<file path="src/rtl/conv_pkg.sv">
// Shared sizes and FSM encoding for the KxK convolution window generator.
// Build option CONV_WIN_PAD_EN selects zero-padded windows centred on out_col.
package conv_pkg;

  localparam int PIX_W   = 8;
  localparam int ROW_PIX = 8;
  localparam int K       = 3;

  localparam int ROW_W = PIX_W * ROW_PIX;
  localparam int WIN_W = K * K * PIX_W;
  localparam int COL_W = 3;
  localparam int CNT_W = $clog2(K + 1);

`ifdef CONV_WIN_PAD_EN
  localparam int PAD      = (K - 1) / 2;
  localparam int LAST_COL = ROW_PIX - 1;
`else
  localparam int PAD      = 0;
  localparam int LAST_COL = ROW_PIX - K;
`endif

  typedef enum logic [1:0] {
    S_ACCEPT = 2'b00,
    S_SLIDE  = 2'b01,
    S_LAST   = 2'b10
  } state_e;

endpackage

</file>
<file path="src/rtl/conv_window_gen_if.sv">
// Row-in / window-out bus of conv_window_gen, plus the FSM state and overflow flag
// that the row buffer controller watches.
interface conv_window_gen_if;
  import conv_pkg::*;

  // Both channels: a transfer happens on a posedge where valid && ready (and the
  // block is enabled); the producer holds data stable while valid && !ready.
  logic               in_valid;
  logic [ROW_W-1:0]   in_row;
  logic               in_ready;
  logic [1:0]         state;
  logic               out_valid;
  logic               out_ready;
  logic [WIN_W-1:0]   out_win;
  logic [COL_W-1:0]   out_col;
  logic               ovf;

  modport master (
    output in_valid, in_row, out_ready,
    input  in_ready, state, out_valid, out_win, out_col, ovf
  );

  modport slave (
    input  in_valid, in_row, out_ready,
    output in_ready, state, out_valid, out_win, out_col, ovf
  );

endinterface

</file>
<file path="src/rtl/conv_win_mux.sv">
// Picks K adjacent pixels from one stored row for a window column; under
// CONV_WIN_PAD_EN the column is the centre pixel and out-of-row pixels read 0.
module conv_win_mux
  import conv_pkg::*;
(
  input  logic [ROW_W-1:0]   row_i,
  input  logic [COL_W-1:0]   col_i,
  output logic [K*PIX_W-1:0] pix_o
);

  always_comb begin
    int idx;
    pix_o = '0;
    idx   = 0;
    for (int c = 0; c < K; c++) begin
`ifdef CONV_WIN_PAD_EN
      idx = int'(col_i) + c - PAD;
`else
      idx = int'(col_i) + c;
`endif
      if (idx >= 0 && idx < ROW_PIX) begin
        pix_o[c*PIX_W +: PIX_W] = row_i[idx*PIX_W +: PIX_W];
      end
    end
  end

endmodule

</file>
<file path="src/rtl/conv_window_gen.sv">
// Keeps the last K rows from the row buffer controller and streams registered KxK
// windows, one column per handshake. Padding mode: CONV_WIN_PAD_EN.
module conv_window_gen
  import conv_pkg::*;
(
  input  logic             clk,
  input  logic             rst,
  input  logic             en,
  input  logic             clear,
  conv_window_gen_if.slave bus
);

  logic [ROW_W-1:0] row_q [K];
  logic [ROW_W-1:0] row_d [K];
  logic [CNT_W-1:0] cnt_q, cnt_d;
  state_e           state_q, state_d;
  logic [COL_W-1:0] col_q, col_d;
  logic             valid_q, valid_d;
  logic [WIN_W-1:0] win_q, win_d;
  logic             ovf_q, ovf_d;

  logic             in_ready;
  logic [COL_W-1:0] col_nxt;
  logic [COL_W-1:0] sel_col;
  logic [WIN_W-1:0] win_mux;

  assign in_ready = (state_q == S_ACCEPT);
  assign col_nxt  = col_q + 1'b1;
  // Window register loads the column being entered: col 0 on the first load, col+1 on a handshake.
  assign sel_col  = valid_q ? col_nxt : col_q;

  for (genvar r = 0; r < K; r++) begin : g_mux
    conv_win_mux u_mux (
      .row_i (row_q[r]),
      .col_i (sel_col),
      .pix_o (win_mux[r*K*PIX_W +: K*PIX_W])
    );
  end

  always_comb begin
    state_d = state_q;
    cnt_d   = cnt_q;
    col_d   = col_q;
    valid_d = valid_q;
    win_d   = win_q;
    ovf_d   = ovf_q;
    row_d   = row_q;

    if (bus.in_valid && !in_ready) ovf_d = 1'b1;

    case (state_q)
      S_ACCEPT: begin
        valid_d = 1'b0;
        if (bus.in_valid) begin
          for (int r = 0; r < K - 1; r++) row_d[r] = row_q[r+1];
          row_d[K-1] = bus.in_row;
          if (cnt_q < CNT_W'(K)) cnt_d = cnt_q + 1'b1;
          if (cnt_q >= CNT_W'(K - 1)) begin
            state_d = (LAST_COL == 0) ? S_LAST : S_SLIDE;
            col_d   = '0;
          end
        end
      end
      S_SLIDE, S_LAST: begin
        if (!valid_q) begin
          valid_d = 1'b1;
          win_d   = win_mux;
        end else if (bus.out_ready) begin
          if (state_q == S_LAST) begin
            state_d = S_ACCEPT;
            valid_d = 1'b0;
          end else begin
            col_d = col_nxt;
            win_d = win_mux;
            if (col_nxt == COL_W'(LAST_COL)) state_d = S_LAST;
          end
        end
      end
      default: begin
        state_d = S_ACCEPT;
        valid_d = 1'b0;
      end
    endcase
  end

  always_ff @(posedge clk) begin
    if (!rst) begin
      for (int r = 0; r < K; r++) row_q[r] <= '0;
      cnt_q   <= '0;
      state_q <= S_ACCEPT;
      col_q   <= '0;
      valid_q <= 1'b0;
      win_q   <= '0;
      ovf_q   <= 1'b0;
    end else if (clear) begin
      // Frame restart keeps the sticky overflow so the controller can still see it.
      cnt_q   <= '0;
      state_q <= S_ACCEPT;
      valid_q <= 1'b0;
    end else if (en) begin
      for (int r = 0; r < K; r++) row_q[r] <= row_d[r];
      cnt_q   <= cnt_d;
      state_q <= state_d;
      col_q   <= col_d;
      valid_q <= valid_d;
      win_q   <= win_d;
      ovf_q   <= ovf_d;
    end
  end

  assign bus.in_ready  = in_ready;
  assign bus.state     = state_q;
  assign bus.out_valid = valid_q;
  assign bus.out_win   = win_q;
  assign bus.out_col   = col_q;
  assign bus.ovf       = ovf_q;

endmodule

</file>
<file path="src/flat_wrapper.sv">
// flat-port wrapper written by rule: the top's interface ports become plain ports
module conv_window_gen_flat import conv_pkg::*;
  (clk, rst, en, clear, bus_in_valid, bus_in_row, bus_out_ready, bus_in_ready, bus_state, bus_out_valid, bus_out_win, bus_out_col, bus_ovf);
  conv_window_gen_if bus_i ();
  input  logic clk;
  input  logic rst;
  input  logic en;
  input  logic clear;
  input wire logic [$bits(bus_i.in_valid)-1:0] bus_in_valid;
  input wire logic [$bits(bus_i.in_row)-1:0] bus_in_row;
  input wire logic [$bits(bus_i.out_ready)-1:0] bus_out_ready;
  output wire logic [$bits(bus_i.in_ready)-1:0] bus_in_ready;
  output wire logic [$bits(bus_i.state)-1:0] bus_state;
  output wire logic [$bits(bus_i.out_valid)-1:0] bus_out_valid;
  output wire logic [$bits(bus_i.out_win)-1:0] bus_out_win;
  output wire logic [$bits(bus_i.out_col)-1:0] bus_out_col;
  output wire logic [$bits(bus_i.ovf)-1:0] bus_ovf;
  assign bus_i.in_valid = bus_in_valid;
  assign bus_i.in_row = bus_in_row;
  assign bus_i.out_ready = bus_out_ready;
  assign bus_in_ready = bus_i.in_ready;
  assign bus_state = bus_i.state;
  assign bus_out_valid = bus_i.out_valid;
  assign bus_out_win = bus_i.out_win;
  assign bus_out_col = bus_i.out_col;
  assign bus_ovf = bus_i.ovf;
  conv_window_gen u_core (.clk(clk), .rst(rst), .en(en), .clear(clear), .bus(bus_i));
endmodule
</file>
<file path="config.mk">
export PLATFORM = sky130hd
export DESIGN_NAME = conv_window_gen_flat
export DESIGN_NICKNAME = d
export VERILOG_FILES = /design/src/rtl/conv_pkg.sv /design/src/rtl/conv_window_gen_if.sv /design/src/rtl/conv_win_mux.sv /design/src/rtl/conv_window_gen.sv /design/src/flat_wrapper.sv
export SDC_FILE = /design/constraint.sdc
export NUM_CORES = 1
export LEC_CHECK = 0
export BUFFER_PORTS_ARGS = -buffer_cell sky130_fd_sc_hd__buf_4
export CORE_ASPECT_RATIO = 0.8
export CORE_MARGIN = 2
export CORE_UTILIZATION = 61
export CTS_BUF_LIST = sky130_fd_sc_hd__clkbuf_2 sky130_fd_sc_hd__clkbuf_4 sky130_fd_sc_hd__clkbuf_8
export CTS_CLUSTER_DIAMETER = 40
export CTS_CLUSTER_SIZE = 10
export DETAILED_ROUTE_END_ITERATION = 7
export PLACE_DENSITY = 0.82
export SLEW_MARGIN = 20
export SYNTH_ARGS = -nofsm -noshare
export SYNTH_HDL_FRONTEND = slang
export SYNTH_SLANG_ARGS = --single-unit
export TNS_END_PERCENT = 100
</file>
<file path="constraint.sdc">
create_clock -name clk -period 3.4 [get_ports clk]
set_clock_uncertainty 0.15 [all_clocks]
set_input_delay 0.17 -clock clk [delete_from_list [all_inputs] [get_ports clk]]
set_output_delay 0.17 -clock clk [all_outputs]
set_load 0.02 [all_outputs]
</file>
==> run metrics <==
vias in the first global route=14.8k; CTS tree=built; Root Driver=clkbuf_8; Pleak=0.00599 uW; Distinct cells, synth=between 60 and 70; # diodes=0; final slew viol count=0; pin count of the biggest net entering global routing=between 100 and 150; core area=0.0233 sq mm; Crit Path Category=register to register; sequential area share after synthesis=between 30% and 40%; setup TNS=0 ns; worst-margin pin slew=about 1.1 ns; Crit Path Max Fanout=between 60 and 70; worst setup margin=a little over 0.06 ns; num rows=50; asr flop ratio synth=0%; reg-to-reg setup timing slack=0.06 ns; top-area cell type share of the netlist area=38.0%; Synth area leaders=dfxtp_1 (38%), nand2_1 (13%), mux2i_1 (9.4%); Final Wtd Congestion=0.959; initial antenna violation count=2; CP bufs+invs=3; reg2reg start=u_core.bus.state[0]; GRT Residual Overflow=0; share of post-route cells with drive strength above 1=approximately 15%; Layout area overhead=22.1%; dpl ws=about 0.46 ns; die area=between 0.02 and 0.025 sq mm; max cap viols=0; HPWL Detailed=around 35000 um; P_int=between 4000 and 5000 uW; number of nets in the layout=2034; Fillers=between 1.5k and 2k; first-pass GRT wire length=about 86000 um; Synth warnings=0; clock share of power=between 40 and 50%; I/O Buffers=around 150; Die Ht=around 140 um; number of synthesized flops with an enable pin=0; Final Power=around 6500 uW; logic gate share of total power=under 10%; IO Pins=150; die width=176 um; min-delay src=bus_out_ready; Synth Register Bits=273; Mapped Nets=around 1.9k; Net Sw Power=roughly 1600 uW; run status=finished, final reports clean; CTS clk-pin slew, worst paths=0.08 ns; worst-path cell chain=inv_1 > ha_1 > nand3_1 > or2_4 > buf_12 > nand2_1 > a21boi_0 > dlygate4sd3_1; element type at the critical path end=register; R2R depth=8; CP top delay family=buffers and inverters; Crit Reg-Reg Endpoint=u_core.row_q[46]; Synth top cells by count=nand2_1 (515), dfxtp_1 (273), a21boi_0 (166), mux2i_1 (135), a21oi_1 (98); RSZ-0062 raised after global routing=false; initial drt markers=2694; clk sinks=approximately 270; slowest stage cell, crit path=or2_4; Req. time, crit path=3.75 ns; Critical Path Start Type=register; Switching Fraction=between 20% and 30%; Max Root-Sink Buffers=3; Tcrit/Tclk final=between 90% and 100%; Hold Path Depth=6; Starting Density=between 60% and 70%; cells after synthesis=approximately 1.8k; routed len/inst=24.6 um; most frequent cell after synthesis=nand2_1; post-route DRC violation count=0; setup violators final=0; first-pass iteration count of the detailed router=8; overall global routing resource usage=between 40% and 50%; peak supply drop=0.286 mV; max_slew headroom=between 20% and 30%; DRT Wirelength=~56000 um; Vias=approximately 16k; Num CTS Buffers=38; Post-Syn Area=roughly 0.014 sq mm; endpoints failing hold=0; vias per inst=between 6 and 7; WHS Endpoint=u_core.bus.out_col[2]; Synth Flop Type=dfxtp_1; PD cells=about 370 mW/mm^2; post-CTS sizing=0; area leader, netlist=dfxtp_1; clk_lat worst skew=0.56 ns; Flop pwr share=50.8%; fmax=0.300 GHz; max incr delay on CP=about 0.6 ns; H-tree depth=2; Hold WC Path Type=input pin to register; Avg Cell Area, Syn=just over 8 sq um; Final min period=~3.3 ns; CP arrival=roughly 3.7 ns; Final ANT Viol Nets=0
-- final cells by class --
cell class,count,area [sq um],share of cell area (%)
Clock buffer,53,686,3.91
Multi-Input combinational cell,1332,8190,46.7
Timing Repair Buffer,303,2670,15.2
Sequential cell,273,5470,31.2
Inverter,8,30.0,0.171
Tap cell,312,390,2.23
Clock inverter,8,105,0.599
-- flip-flops by register name (all words and copies together) (netlist names) --
name and cells:
u_core.row_q 192, u_core.bus.out_valid 1, u_core.cnt_q 2, u_core.bus.out_win 72
u_core.bus.ovf 1, u_core.bus.state 2, u_core.bus.out_col 3
-- power groups by stage --
stage	Clock, uW	Sequential (uW)	Combinational, uW
finish	2790	3300	400
global route	2910	3300	426
CTS	2770	3290	378
detailed placement	0	3360	298
global placement	0	3360	293
floorplan	0	3330	176
-- cells by family (layout without fill, tap and decap cells) --
kind of cell	Yosys count	after routing	synth area share, %
xor gates and xnor gates	6	6	0.601
AOI/OAI and AO/OA	570	570	28.2
muxes	145	145	10.3
DFF	273	273	38.0
buffers and inverters	169	372	5.37
and+or+nand+nor	602	603	16.9
adders and majority gates	8	8	0.697
-- worst reg2reg max path, cell delays in order, from the launching register on --
cell	delay, ns
dfxtp_1	0.40
inv_1	0.12
ha_1	0.30
nand3_1	0.31
or2_4	0.61
buf_12	0.34
nand2_1	0.17
a21boi_0	0.30
dlygate4sd3_1	0.60
-- stage by stage --
step | std cells | utilization [%] | hold slack [ns] | area [sq um]
CTS | 2286 | 75.3 | 0.130 | 17500
finish | 2289 | 75.4 | 0.147 | 17500
global route | 2289 | 75.4 | 0.205 | 17500
detailed placement | 2124 | 67.5 | 0.288 | 15700
floorplan | 1773 | - | 0.155 | 14400
global placement | 2124 | 67.5 | 0.270 | 15700
-- routing by layer --
| layer | GRT usage (%) | wire length (um) | vias to the layer above | share of wire, % |
|---|---|---|---|---|
| met5 | 0 | 19 | - | 0.034 |
| met4 | 24.6 | 3810 | 2 | 6.8 |
| met3 | 13.6 | 8430 | 372 | 15 |
| met2 | 65.8 | 23300 | 1350 | 41 |
| met1 | 57.8 | 20900 | 7202 | 37 |
| li1 | - | - | 6663 | - |
-- worst max path at each step --
stage,start,endpoint,slack [ns],cells after the start
global placement,u_core.bus.out_col[1],u_core.bus.out_win[4],0.51,7
detailed placement,u_core.bus.out_col[1],u_core.bus.out_win[4],0.46,7
global route,u_core.bus.state[0],u_core.row_q[16],0.02,8
floorplan,u_core.bus.out_col[0],u_core.bus.out_win[0],0.85,10
finish,u_core.bus.state[0],u_core.row_q[46],0.06,8
CTS,u_core.bus.state[0],u_core.row_q[4],0.30,8
-- repair_timing --
action,in CTS,in global routing
setup buffers,0,2
endpoints found under the setup margin,0,1
endpoints found under the hold margin,109,0
hold buffers,101,0
-- cell usage in the layout (no fill, tap or decap), types with 9 or more instances in the layout --
| cell | n |
|---|---|
| nand3_1 | 38 |
| a221o_1 | 21 |
| clkbuf_8 | 46 |
| dfxtp_1 | 272 |
| a21boi_0 | 166 |
| a221oi_1 | 50 |
| a31oi_1 | 24 |
| mux2_2 | 9 |
| nor2_1 | 12 |
| buf_12 | 11 |
| nand2_1 | 515 |
| dlygate4sd3_1 | 101 |
| o221ai_1 | 23 |
| mux2i_1 | 134 |
| a21oi_1 | 97 |
| buf_4 | 190 |
| o22ai_1 | 18 |
| o21ai_1 | 22 |
| a21boi_1 | 30 |
| a211oi_1 | 17 |
| o21ai_0 | 51 |
| a22o_1 | 16 |
No activity file was read; power rests on OpenSTA's default activity.
